--- src/rtl/alu_pkg.sv ---
// Shared definitions for the sequential ALU: opcode encoding, flag bit
// positions and FSM state encoding.
package alu_pkg;

    localparam logic [3:0] OP_ADD  = 4'h0;
    localparam logic [3:0] OP_SUB  = 4'h1;
    localparam logic [3:0] OP_MUL  = 4'h2;
    localparam logic [3:0] OP_DIV  = 4'h3;
    localparam logic [3:0] OP_SHL  = 4'h4;
    localparam logic [3:0] OP_SHR  = 4'h5;
    localparam logic [3:0] OP_ROL  = 4'h6;
    localparam logic [3:0] OP_ROR  = 4'h7;
    localparam logic [3:0] OP_AND  = 4'h8;
    localparam logic [3:0] OP_OR   = 4'h9;
    localparam logic [3:0] OP_XOR  = 4'hA;
    localparam logic [3:0] OP_NOR  = 4'hB;
    localparam logic [3:0] OP_NAND = 4'hC;
    localparam logic [3:0] OP_XNOR = 4'hD;
    localparam logic [3:0] OP_GT   = 4'hE;
    localparam logic [3:0] OP_EQ   = 4'hF;

    localparam int FLG_Z  = 0;
    localparam int FLG_N  = 1;
    localparam int FLG_C  = 2;
    localparam int FLG_V  = 3;
    localparam int FLG_DZ = 4;

    localparam logic [1:0] ST_IDLE = 2'd0;
    localparam logic [1:0] ST_MUL  = 2'd1;
    localparam logic [1:0] ST_DIV  = 2'd2;
    localparam logic [1:0] ST_DONE = 2'd3;

    typedef logic [4:0] flags_t;

endpackage

--- src/rtl/seq_alu_muldiv.sv ---
// Iterative datapath: shift-add multiply or restoring divide, one bit per cycle.
// lo/hi show the value after the current step, so they are final while done is high.
module seq_alu_muldiv #(
    parameter int WIDTH = 16
) (
    input  logic             clk,
    input  logic             reset,
    input  logic             start,
    input  logic             div,
    input  logic [WIDTH-1:0] a,
    input  logic [WIDTH-1:0] b,
    output logic             done,
    output logic [WIDTH-1:0] lo,
    output logic [WIDTH-1:0] hi
);
    localparam int CW = $clog2(WIDTH) + 1;

    logic [CW-1:0]        count;
    logic [2*WIDTH-1:0]   acc;
    logic [WIDTH-1:0]     opb;
    logic                 is_div;

    logic [WIDTH:0]       mul_sum;
    logic [2*WIDTH-1:0]   mul_next;
    logic [WIDTH:0]       div_part;
    logic                 div_ge;
    logic [WIDTH-1:0]     div_rem;
    logic [2*WIDTH-1:0]   div_next;
    logic [2*WIDTH-1:0]   step;

    // Multiply: acc = {partial product, remaining multiplier bits}.
    // Divide:   acc = {remainder, dividend bits shifting into quotient}.
    assign mul_sum  = {1'b0, acc[2*WIDTH-1:WIDTH]} + (acc[0] ? {1'b0, opb} : '0);
    assign mul_next = {mul_sum, acc[WIDTH-1:1]};

    assign div_part = {acc[2*WIDTH-1:WIDTH], acc[WIDTH-1]};
    assign div_ge   = (div_part >= {1'b0, opb});
    assign div_rem  = div_ge ? (div_part[WIDTH-1:0] - opb) : div_part[WIDTH-1:0];
    assign div_next = {div_rem, acc[WIDTH-2:0], div_ge};

    assign step = is_div ? div_next : mul_next;
    assign done = (count == CW'(1));
    assign lo   = step[WIDTH-1:0];
    assign hi   = step[2*WIDTH-1:WIDTH];

    always_ff @(posedge clk) begin
        if (!reset) begin
            count  <= '0;
            acc    <= '0;
            opb    <= '0;
            is_div <= 1'b0;
        end else if (start) begin
            count  <= CW'(WIDTH);
            acc    <= {{WIDTH{1'b0}}, a};
            opb    <= b;
            is_div <= div;
        end else if (count != '0) begin
            acc   <= step;
            count <= count - CW'(1);
        end
    end

endmodule

--- src/rtl/seq_alu.sv ---
// Handshaked execute unit: single-cycle logic/shift/add/compare ops plus
// iterative MUL/DIV, with double-width result and status flags.
module seq_alu
    import alu_pkg::*;
#(
    parameter int WIDTH = 16
) (
    input  logic             clk,
    input  logic             reset,
    input  logic             in_valid,
    output logic             in_ready,
    input  logic [3:0]       opcode,
    input  logic [WIDTH-1:0] operand1,
    input  logic [WIDTH-1:0] operand2,
    output logic             out_valid,
    input  logic             out_ready,
    output logic [WIDTH-1:0] result,
    output logic [WIDTH-1:0] result_hi,
    output logic [4:0]       flags
);
    localparam int SHW = $clog2(WIDTH);
    localparam logic [SHW:0] WIDTH_L = (SHW+1)'(WIDTH);

    logic [1:0]       state;
    logic             accept;
    logic             div_zero;
    logic             md_start;
    logic             md_done;
    logic [WIDTH-1:0] md_lo;
    logic [WIDTH-1:0] md_hi;
    logic [SHW-1:0]   sh;
    logic [SHW:0]     rsh;
    logic [WIDTH:0]   sum_w, diff_w, shl_w, shr_w;
    logic [WIDTH-1:0] comb_res, comb_hi;
    logic             comb_c, comb_v;
    flags_t           comb_flags, md_flags;

    assign in_ready  = (state == ST_IDLE);
    assign out_valid = (state == ST_DONE);
    assign accept    = in_valid && in_ready;
    assign div_zero  = (operand2 == '0);
    assign md_start  = accept && ((opcode == OP_MUL) || ((opcode == OP_DIV) && !div_zero));

    seq_alu_muldiv #(.WIDTH(WIDTH)) u_muldiv (
        .clk   (clk),
        .reset (reset),
        .start (md_start),
        .div   (opcode == OP_DIV),
        .a     (operand1),
        .b     (operand2),
        .done  (md_done),
        .lo    (md_lo),
        .hi    (md_hi)
    );

    // Extra top bit on shifts catches the last bit shifted out (0 for a zero shift).
    assign sh     = operand2[SHW-1:0];
    assign rsh    = WIDTH_L - {1'b0, sh};
    assign sum_w  = {1'b0, operand1} + {1'b0, operand2};
    assign diff_w = {1'b0, operand1} - {1'b0, operand2};
    assign shl_w  = {1'b0, operand1} << sh;
    assign shr_w  = {operand1, 1'b0} >> sh;

    always_comb begin
        comb_res = '0;
        comb_hi  = '0;
        comb_c   = 1'b0;
        comb_v   = 1'b0;
        case (opcode)
            OP_ADD: begin
                comb_res = sum_w[WIDTH-1:0];
                comb_c   = sum_w[WIDTH];
                comb_v   = (operand1[WIDTH-1] == operand2[WIDTH-1]) &&
                           (sum_w[WIDTH-1] != operand1[WIDTH-1]);
            end
            OP_SUB: begin
                comb_res = diff_w[WIDTH-1:0];
                comb_c   = diff_w[WIDTH];
                comb_v   = (operand1[WIDTH-1] != operand2[WIDTH-1]) &&
                           (diff_w[WIDTH-1] != operand1[WIDTH-1]);
            end
            OP_DIV: begin
                if (div_zero) begin
                    comb_res = '1;
                    comb_hi  = operand1;
                end
            end
            OP_SHL: begin
                comb_res = shl_w[WIDTH-1:0];
                comb_c   = shl_w[WIDTH];
            end
            OP_SHR: begin
                comb_res = shr_w[WIDTH:1];
                comb_c   = shr_w[0];
            end
            OP_ROL:  comb_res = (operand1 << sh) | (operand1 >> rsh);
            OP_ROR:  comb_res = (operand1 >> sh) | (operand1 << rsh);
            OP_AND:  comb_res = operand1 & operand2;
            OP_OR:   comb_res = operand1 | operand2;
            OP_XOR:  comb_res = operand1 ^ operand2;
            OP_NOR:  comb_res = ~(operand1 | operand2);
            OP_NAND: comb_res = ~(operand1 & operand2);
            OP_XNOR: comb_res = ~(operand1 ^ operand2);
            OP_GT:   comb_res = {{(WIDTH-1){1'b0}}, (operand1 > operand2)};
            OP_EQ:   comb_res = {{(WIDTH-1){1'b0}}, (operand1 == operand2)};
            default: ;
        endcase
    end

    always_comb begin
        comb_flags         = '0;
        comb_flags[FLG_Z]  = (comb_res == '0);
        comb_flags[FLG_N]  = comb_res[WIDTH-1];
        comb_flags[FLG_C]  = comb_c;
        comb_flags[FLG_V]  = comb_v;
        comb_flags[FLG_DZ] = (opcode == OP_DIV) && div_zero;

        md_flags           = '0;
        md_flags[FLG_Z]    = (md_lo == '0);
        md_flags[FLG_N]    = md_lo[WIDTH-1];
        md_flags[FLG_C]    = (state == ST_MUL) && (md_hi != '0);
    end

    always_ff @(posedge clk) begin
        if (!reset) begin
            state     <= ST_IDLE;
            result    <= '0;
            result_hi <= '0;
            flags     <= '0;
        end else begin
            case (state)
                ST_IDLE: begin
                    if (accept) begin
                        if (opcode == OP_MUL) begin
                            state <= ST_MUL;
                        end else if ((opcode == OP_DIV) && !div_zero) begin
                            state <= ST_DIV;
                        end else begin
                            state     <= ST_DONE;
                            result    <= comb_res;
                            result_hi <= comb_hi;
                            flags     <= comb_flags;
                        end
                    end
                end
                ST_MUL, ST_DIV: begin
                    if (md_done) begin
                        state     <= ST_DONE;
                        result    <= md_lo;
                        result_hi <= md_hi;
                        flags     <= md_flags;
                    end
                end
                default: begin
                    if (out_ready) begin
                        state <= ST_IDLE;
                    end
                end
            endcase
        end
    end

endmodule
--- config.mk ---
export PLATFORM = sky130hd
export DESIGN_NAME = seq_alu
export DESIGN_NICKNAME = d
export VERILOG_FILES = /design/src/rtl/alu_pkg.sv /design/src/rtl/seq_alu_muldiv.sv /design/src/rtl/seq_alu.sv
export SDC_FILE = /design/constraint.sdc
export NUM_CORES = 1
export LEC_CHECK = 0
export BUFFER_PORTS_ARGS = -buffer_cell sky130_fd_sc_hd__buf_4
export CELL_PAD_IN_SITES_DETAIL_PLACEMENT = 1
export CELL_PAD_IN_SITES_GLOBAL_PLACEMENT = 1
export CORE_AREA = 5 5 194 139
export DETAILED_ROUTE_END_ITERATION = 8
export DIE_AREA = 0 0 199 144
export HOLD_SLACK_MARGIN = 0.15
export PLACE_DENSITY_LB_ADDON = 0.1
export SYNTH_ARGS = -nofsm -noshare
export SYNTH_HDL_FRONTEND = slang
export SYNTH_SLANG_ARGS = --single-unit
--- constraint.sdc ---
create_clock -name clk -period 12.6 [get_ports clk]
set_input_delay 1.89 -clock clk [delete_from_list [all_inputs] [get_ports clk]]
set_output_delay 1.89 -clock clk [all_outputs]
set_load 0.1 [all_outputs]
==> metrics.md <==
| Metric | Value |
|---|---|
| Status | completed |
| Top_reg_cell synth | dfxtp_1 |
| Cell Area, Placed | 12800 um^2 |
| Fillers | approximately 3200 |
| Post-CTS Setup Bufs | 0 |
| Setup-failing EPs final | 0 |
| PwrDens | 237 nW/um^2 |
| Clk sinks | roughly 90 |
| Worst Setup SP | operand2[1] |
| Worst hold path type | reg2reg |
| Register area share after synthesis | 0.150 |
| Post-Synth Simple-Gate Area | 0.224 |
| Fin crit period | 7.47 ns |
| Initial antenna violation count | 2 |
| Site row count | 49 |
| Io pins | slightly below 80 |
| Port bufs | 78 |
| Layout cells sized above 1 | 0.118 |
| FMAX | 0.134 GHz |
| Max clock buf depth | 2 |
| RSZ-0062 raised after global routing | no |
| HP Start | result[3] |
| Synth area leaders | dfxtp_1 (15%), ha_1 (9.4%), nand2_1 (6.4%), mux4_2 (6.1%), a21oi_1 (5.9%) |
| Initial DRC count | roughly 2000 |
| EDFF count, synth | 0 |
| PostCTS Resize Cnt | 0 |
| Critical path type | in2reg |
| Final Max Slew Viols | 0 |
| Combinational family with the most area after synthesis | compound AO/OA/AOI/OAI gates |
| CTS tree | built |
| Max Cap Violations | 0 |
| Top-count cell post-synth | nand2_1 |
| Total grt overflow | 0 |
| Top Usage Layer GRT | met1 |
| Root buffer cell | clkbuf_16 |
| Synth Area in Adders | 0.101 |
| Final wirelength | 60.9 mm |
| Post-route ant nets | 0 |
| CP endpoint kind | flop |
| M3 GR Usage | 0.194 |
| FF+latch count, synth | 92 |
| Yosys top cell by area | dfxtp_1 |
| Worst r2r path cells | 13 |
| Max_slew headroom | 0.141 |
| Hold path cells | 2 |
| Register area | roughly 1800 um^2 |
| Ys async rst share | 0 |
| Synth cell count leaders | nand2_1 (210), nor2_1 (153), a21oi_1 (144) |
| Routed vias/inst | approximately 7 |
| Syn nets | ~1800 |
| Hold_buf cts | 0 |
| Synth Area per Inst | 7.26 um^2 |
| Largest net degree at the start of global routing | 57 |
| Fin Setup TNS | 0 ns |
| Area of the multi-input gates | about 9500 um^2 |
| Cts bufs inserted | 9 |
| Final Cell Area | ~13000 um^2 |
| CP arrival | 7.72 ns |
| Placer Congestion | 1.08 |
| Leak | 5.27 nW |
| CP required | 12.85 ns |
| Critical-path maximum fanout | 52 |
| CP Launch Type | primary input |
| M1 GR Usage | 0.594 |
| P&R area growth vs syn | 7.60% |
| Synth Area in Compound Gates | 0.284 |
| Post-Syn Area | 12200 um^2 |
| Post-synth top area share | 0.150 |
| Dpl hpwl | 46.2 mm |
| Gr usage total | 0.416 |
| Vert. Die Dim | 144 um |
| Peak VDD IR | 0.376 mV |
| Slew @ Worst Pin | about 1.3 ns |
| Mux share of post-synthesis cell area | 0.126 |
| Final Net Count | 1793 |
| Skew-Pair Late Insertion Delay | about 0.35 ns |
| XOR/XNOR Fraction of Synth Area | 0.0400 |
| Cell count after synthesis | 1686 |
| First-pass GRT wire length | 90.1 mm |
| Netlist cell types | 91 |
| Core ar. | approximately 25000 um^2 |
| Tot Pwr | 3.12 mW |
| Final hold violations | 0 |
| Pre-Repair DR Iteration Count | 6 |
| H-tree Lvls | 3 |
| Initial core utilization | 0.487 |
| Die width | 199 um |
| Clk_skew | just under 0.009 ns |
| Vias in the first global route | 13779 |
| Met2 usage | 0.571 |
| Clock-pin slew on the worst setup and hold paths | approximately 0.07 ns |
| DRC viols | 0 |
| Synth warn | 0 |
| Worst r2r src | u_muldiv.opb[7] |
| Post-DR wirelength/cell | 30.6 um |
| Die area | 28700 um^2 |
| DR vias | 14241 |
| Final Cycle Share | 0.593 |
## state kept, by name (all words and copies together), names as in the netlist
signal and count:
u_muldiv.count 5, u_muldiv.acc 32, flags 5, result 15, u_muldiv.opb 16, u_muldiv.is_div 1, result_hi 16, state 2
## per-stage QoR
stage               utilization  instances  hold WS [ns]  worst slack (ns)
finish                    0.524       1994         0.464              5.13
detailed placement        0.511       1977         0.455              5.35
global placement          0.511       1977         0.446              5.44
global route              0.524       1993         0.492              5.26
floorplan                     -       1686         0.445              7.02
CTS                       0.524       1993         0.469              5.68
## logic make-up (layout without fill, tap and decap cells)
family	Yosys count	count (layout)
other	0	1
buffers and inverters	226	202
adders and majority gates	96	96
DFF	92	92
and+or+nand+nor	593	593
AOI/OAI and AO/OA	514	514
xor gates and xnor gates	55	55
muxes	110	110
## power breakdown
| group | switching [mW] | internal [mW] |
|---|---|---|
| clock network | 0.128 | 0.181 |
| logic | 1.62 | 0.674 |
| registers | 0.115 | 0.402 |
| total | 1.86 | 1.26 |
## cell type report
class,instances,share of cell area
multi-input combinational,1368,0.722
sequential,92,0.140
timing repair buffer,100,0.0570
tap,331,0.0314
inverter,86,0.0245
clock buffer,10,0.0181
clock inverter,6,0.00713
antenna,1,0.000190
## layer usage
| layer | share of wire | routed length (um) | vias to the layer above |
|---|---|---|---|
| met5 | 0.00034 | 21 | - |
| met4 | 0.027 | 1620 | 4 |
| met3 | 0.15 | 9410 | 138 |
| met2 | 0.39 | 23800 | 932 |
| met1 | 0.43 | 26100 | 7027 |
| li1 | - | - | 6140 |
## placed cells by master, fill, tap and decap left out, types with 7 or more instances in the layout
master     netlist  routed
nand3_1         30      30
nand4_1         21      21
a22oi_1         11      11
xnor2_1         39      38
a31oi_1         16      16
nor2_1         153     152
and2_1          18      18
o211ai_1        53      53
a21oi_1        144     144
a211oi_1        46      46
buf_4            3     100
nor3_1          68      67
o21bai_1         7       7
clkbuf_16        0       9
a2111oi_0       10      10
o22ai_1         23      23
nor4_1          15      14
inv_1           82      81
nand2_1        210     209
and3_1           9       9
a221oi_1        17      17
nand2b_1        16      16
o21ai_0         71      71
xor2_1          15      15
dfxtp_1         92      91
a21o_1          15      15
nor2b_1         17      17
mux2i_1         62      62
o211a_1          7       7
mux4_2          33      33
o21a_1          12      12
o221ai_1         7       7
mux2_2          10      10
ha_1            92      92
o2111ai_1        7       7
## critical path: stages
cell       delay [ns]
buf_4            0.53
inv_2            0.38
ha_1             0.84
mux4_2           0.42
o21ai_0          0.79
o221ai_1         0.19
a2111oi_0        1.02
o221ai_1         0.62
or4_1            0.69
o41ai_2          0.31
## final timing paths
| kind | endpoint | slack (ns) |
|---|---|---|
| max | flags[0] | 5.13 |
| min | result[3] | 0.46 |
| max reg2reg | flags[2] | 7.32 |
| min reg2reg | result[3] | 0.46 |
(Power assumes the default switching activity.)
